$ cat config.mk
export PLATFORM = sky130hd
export DESIGN_NAME = crc_guts_core
export DESIGN_NICKNAME = d
export VERILOG_FILES = /design/src/rtl/crc_guts_core.sv
export SDC_FILE = /design/constraint.sdc
export NUM_CORES = 1
export LEC_CHECK = 0
export ABC_AREA = 1
export CORE_MARGIN = 1.5
export CORE_UTILIZATION = 45
export CTS_CLUSTER_DIAMETER = 50
export DETAILED_ROUTE_END_ITERATION = 8
export DONT_BUFFER_PORTS = 1
export GPL_TIMING_DRIVEN = 0
export PLACE_DENSITY = 0.62
export SLEW_MARGIN = 40
export SYNTH_ARGS = -nofsm -noshare
export SYNTH_HDL_FRONTEND = slang
export SYNTH_SLANG_ARGS = --single-unit
$ cat constraint.sdc
create_clock -name i_clk -period 1.31 [get_ports i_clk]
set_input_delay 0.393 -clock i_clk [delete_from_list [all_inputs] [get_ports i_clk]]
set_output_delay 0.393 -clock i_clk [all_outputs]
set_load 0.05 [all_outputs]
$ cat src/rtl/crc_guts_core.sv
// Bit-serial CRC LFSR shared by the link transmitter (generator) and receiver (checker).
// Latency: a bit sampled on b_in is reflected on o_b_out/o_zero one cycle after that edge.
// Backpressure: none; i_gate low holds the register, so any number of idle cycles is allowed.
module crc_guts_core #(
    parameter int unsigned          WIDTH = 16,
    parameter logic [WIDTH-1:0]     POLY  = 16'h1021,
    parameter logic [WIDTH-1:0]     INIT  = 16'hFFFF
) (
    input  logic i_clk,
    input  logic i_rst_n,
    input  logic i_gate,
    input  logic i_clear,
    input  logic i_b_in,
    output logic o_b_out,
    output logic o_zero
);

    // CRC register; taps come only from POLY, so the same code serves every WIDTH.
    logic [WIDTH-1:0] r_sr;

    // Feedback is the incoming bit folded with the bit about to leave the register.
    // During CRC append the generator feeds o_b_out back, which forces w_fb to 0
    // and turns the LFSR into a plain shifter that drains to all-zeros.
    logic             w_fb;
    logic [WIDTH-1:0] w_shift;
    logic [WIDTH-1:0] w_sr_nxt;

    assign w_fb    = i_b_in ^ r_sr[WIDTH-1];
    assign w_shift = {r_sr[WIDTH-2:0], 1'b0} ^ (w_fb ? POLY : {WIDTH{1'b0}});

    // Next-state select: clear beats gate (its b_in bit is dropped), otherwise shift or hold.
    always_comb begin
        w_sr_nxt = r_sr;
        if (i_clear) begin
            w_sr_nxt = INIT;
        end else if (i_gate) begin
            w_sr_nxt = w_shift;
        end
    end

    // State update; reset loads INIT immediately so a frame in flight is abandoned.
    always_ff @(posedge i_clk or negedge i_rst_n) begin
        if (!i_rst_n) begin
            r_sr <= INIT;
        end else begin
            r_sr <= w_sr_nxt;
        end
    end

    // Outputs depend on the register alone, never on this cycle's inputs.
    assign o_b_out = r_sr[WIDTH-1];
    assign o_zero  = (r_sr == {WIDTH{1'b0}});

endmodule

## Word level (Yosys, flattened, before mapping)

Index checks and enable logic that the tools add are counted.

- Register bits: 16
- Output and inout port bits: 2
- Word-level logic and storage cells: 8
- Input bits: 5

- Multiplexer cells: 3
- Bitwise logic cells: 2
- Reduce and logical (&&, ||, !) cells: 2

Operators with widths:

| cell | number |
|---|---|
| 2-to-1 mux 16 bit | 2 |
| zero test 16 bit | 1 |
| bitwise XOR 16 x 13 -> 16 bit | 1 |
| 2-to-1 mux 13 bit | 1 |
| nonzero test 2 bit | 1 |
| bitwise XOR 1 bit | 1 |

## Depth between registers and ports, before layout

- Depth in word-level cells: 5
- Mapped depth: 6
- Mapped depth without buffers: 6

## Worst setup path after synthesis

Ideal clock, no wire load.

- Path kind: register to output
- Start point: reg r_sr[15]
- End point: out o_zero
- Path slack: -0.403 ns
- Cell stages (with the launch flop): 4
- Required time: 0.917 ns
- Path buffers: 0
- Data arrival time: 1.320 ns
- Cells stage by stage: dfstp_2 nor2_1 nand4_1 nor2_1

- Cells in the longest elaborated chain, start to end: 1

RTL lines:

| what | line | RTL |
|---|---|---|
| start: declaration | 19 | `logic [WIDTH-1:0] r_sr;` |
| start signal: assignment | 46 | `r_sr <= w_sr_nxt;` |
| zero test 16 bit | 52 | `assign o_zero = (r_sr == {WIDTH{1'b0}});` |
| end: declaration | 15 | `output logic o_zero` |

No other way between the ends.

## Final worst setup path

Same ends and word-level chain as after synthesis.

==> out/summary.txt <==
CTS Buf Count: 3
hpwl dp: 1020 um
Min Hold Slack: 0.2027 ns
area leader, netlist: dfstp_2
Post-CTS Setup Repair Bufs: 0
fin nets: 90
Remaining DRCs: 0
crit path launch type: register
core region area: 1689 um^2
ys flop type: dfstp_2
asr flop ratio synth: 1.000
Biggest register: r_sr
Crit-path slowest cell: dfstp_2
failing checks: setup timing
max reg flops: 16
post-layout worst setup margin: -0.4393 ns
CTS tree: built
gpl congestion: 0.8128
Post-synth EDFFs: 0
Seq/Total Area, Yosys: 0.5275
1st-pass router iterations: 3
Ports: 7
pwr/cell area: 975.0 nW/um^2
largest cells by area after synthesis: dfstp_2, a22oi_2, inv_1
status: finished, violations left
Post-Syn Area: 797.0 um^2
crit path max fanout: 5
row cnt: 15
H-tree levels: 1
largest registers: r_sr: 16 flops
Sink Count: 16
RSZ-0062 raised after global routing: yes
vias in the first global route: 560
Avg Cell Area, Syn: 10.09 um^2
CP Cell Sequence: nor2_2 -> nand4_1 -> nor2_4
die area: 2033 um^2
share of layout cells above drive strength 1: 0.4458
post-route ant nets: 0
Routed WL: 1366 um
Clock transition at path regs: 0.08 ns
Final Skew: 0.0005826 ns
setup_tns: -0.5725 ns
IO Port Bufs: 0
Die Wd: 45.09 um
Hold Fails Final Rpt: 0
final setup violation count: 4
Slew Limit Headroom: 0.5174
Warnings, synthesis: 0
Post-Syn Nets: 84
clk_lat worst skew: 0.27 ns
first-pass GRT wire length: 2332 um
area occupied by multi-input gates: 304.0 um^2
synthesis-stage register bit count: 16
largest net degree at the start of global routing: 17
Hold Crit Class: primary input to register
WP data required: 0.92 ns
minimum clock period: 1.749 ns
worst slew pin tran: 0.7215 ns
Max Clock Freq: 571.7 MHz
Crit. End Element: primary output
routed via count: 532
Antenna diodes: 0
initial antenna violation count: 0
Worst VDD drop: 0.0004893 V
Yosys cell types: 13
Fillers: 156
GRT Total Usage: 0.1619
crit share post-route: 1.335
Synth Instances: 79
most frequent cells after synthesis: dfstp_2, inv_1, a22oi_2, nand2_1, nor2_1
P_leak: 0.4071 nW
crit path kind: register to primary output
Clock Root Buffer: clkbuf_4
DRT iter0 DRCs: 7
initial core utilization: 0.4719
Slew Viols, Final: 0
max-cap violation count: 0
DR vias/cell: 5.320
top cell type's share of synthesized area: 0.5275
area grow syn2layout: 8.006%
slowest stage delay, CP: 0.48 ns
Die Ht: 45.09 um
Worst Path Arrival: 1.36 ns
FF+latch area: 420.4 um^2
Routed wire per std cell: 13.66 um
maximum clock path buffer count: 2
remaining global-route overflow: 0
## layout make-up
cell class | instances | area share
Timing Repair Buffer | 1 | 0.01163
Inverter | 16 | 0.06977
Multi-Input combinational cell | 45 | 0.3532
Buffer | 2 | 0.02616
Clock buffer | 3 | 0.02616
Tap cell | 17 | 0.02471
Sequential cell | 16 | 0.4884
## per-stage QoR
step / setup slack [ns] / power (W) / utilization / instances / area (um^2)
final: -0.4393 / 0.0008393 / 0.5096 / 100 / 860.8
after global placement: -0.1640 / 0.0005961 / 0.4889 / 96 / 825.8
after detailed placement: -0.1589 / 0.0005968 / 0.4889 / 96 / 825.8
after floorplan: -0.05266 / 0.0005847 / - / 79 / 804.5
after global routing: -0.5112 / 0.0008957 / 0.5096 / 100 / 860.8
after CTS: -0.4720 / 0.0008582 / 0.5081 / 100 / 858.3
## layout by cell type (no fill, tap or decap)
master and n:
nand2_1 10, a21oi_1 2, dlygate4sd3_1 1, inv_1 16, clkbuf_4 3, nand4_1 2, nor2_2 3, a22oi_2 10
a21oi_2 2, a22oi_1 2, dfstp_2 16, nor3_1 2, nor2_4 1, nor2_1 7, nand3_1 4, buf_6 2
## logic make-up (layout without fill, tap and decap cells)
family          Yosys count  in the layout  share of synthesized area
compound gates           16             16                     0.2104
simple gates             29             29                     0.1586
buf+inv                  18             22                     0.1036
flops                    16             16                     0.5275
## where the power goes
| group | switching (W) | leakage, nW | internal, W |
|---|---|---|---|
| Combinational | 0.0000488 | 0.225 | 0.0000248 |
| Clock | 0.000133 | 0.0138 | 0.000106 |
| Sequential | 0.00000925 | 0.168 | 0.000518 |
| Total | 0.000191 | 0.407 | 0.000649 |
## worst paths after layout
path	from	slack, ns	depth (start not counted)	endpoint
worst min register to register	r_sr[9]$_DFFE_PN1P_	0.51	2	r_sr[10]$_DFFE_PN1P_
worst max register to register	r_sr[15]$_DFFE_PN1P_	-0.03	4	r_sr[0]$_DFFE_PN1P_
worst max-delay path	r_sr[15]$_DFFE_PN1P_	-0.44	3	o_zero
min in group asynchronous	i_rst_n	1.00	1	r_sr[8]$_DFFE_PN1P_
max in group asynchronous	i_rst_n	0.28	1	r_sr[13]$_DFFE_PN1P_
worst min-delay path	i_gate	0.20	2	r_sr[12]$_DFFE_PN1P_
## routing by layer
layer | track usage | wire length, um
met4 | 0.07059 | 10
met2 | 0.2514 | 623
met1 | 0.2188 | 678
met3 | 0.03200 | 53
met5 | 0 | 0
## critical path: cells and delay by family (launching register included)
kind | cells | cell delay (ns)
flip-flops | 1 | 0.48
AND/OR/NAND/NOR | 3 | 0.60
## timing repair
action | in CTS | in global routing
resized for setup | 0 | 1
pin swaps | 0 | 1
endpoints found under the hold margin | 16 | 0
endpoints found under the setup margin | 4 | 5
hold buffers | 1 | 0
No activity file was read; power rests on OpenSTA's default activity.
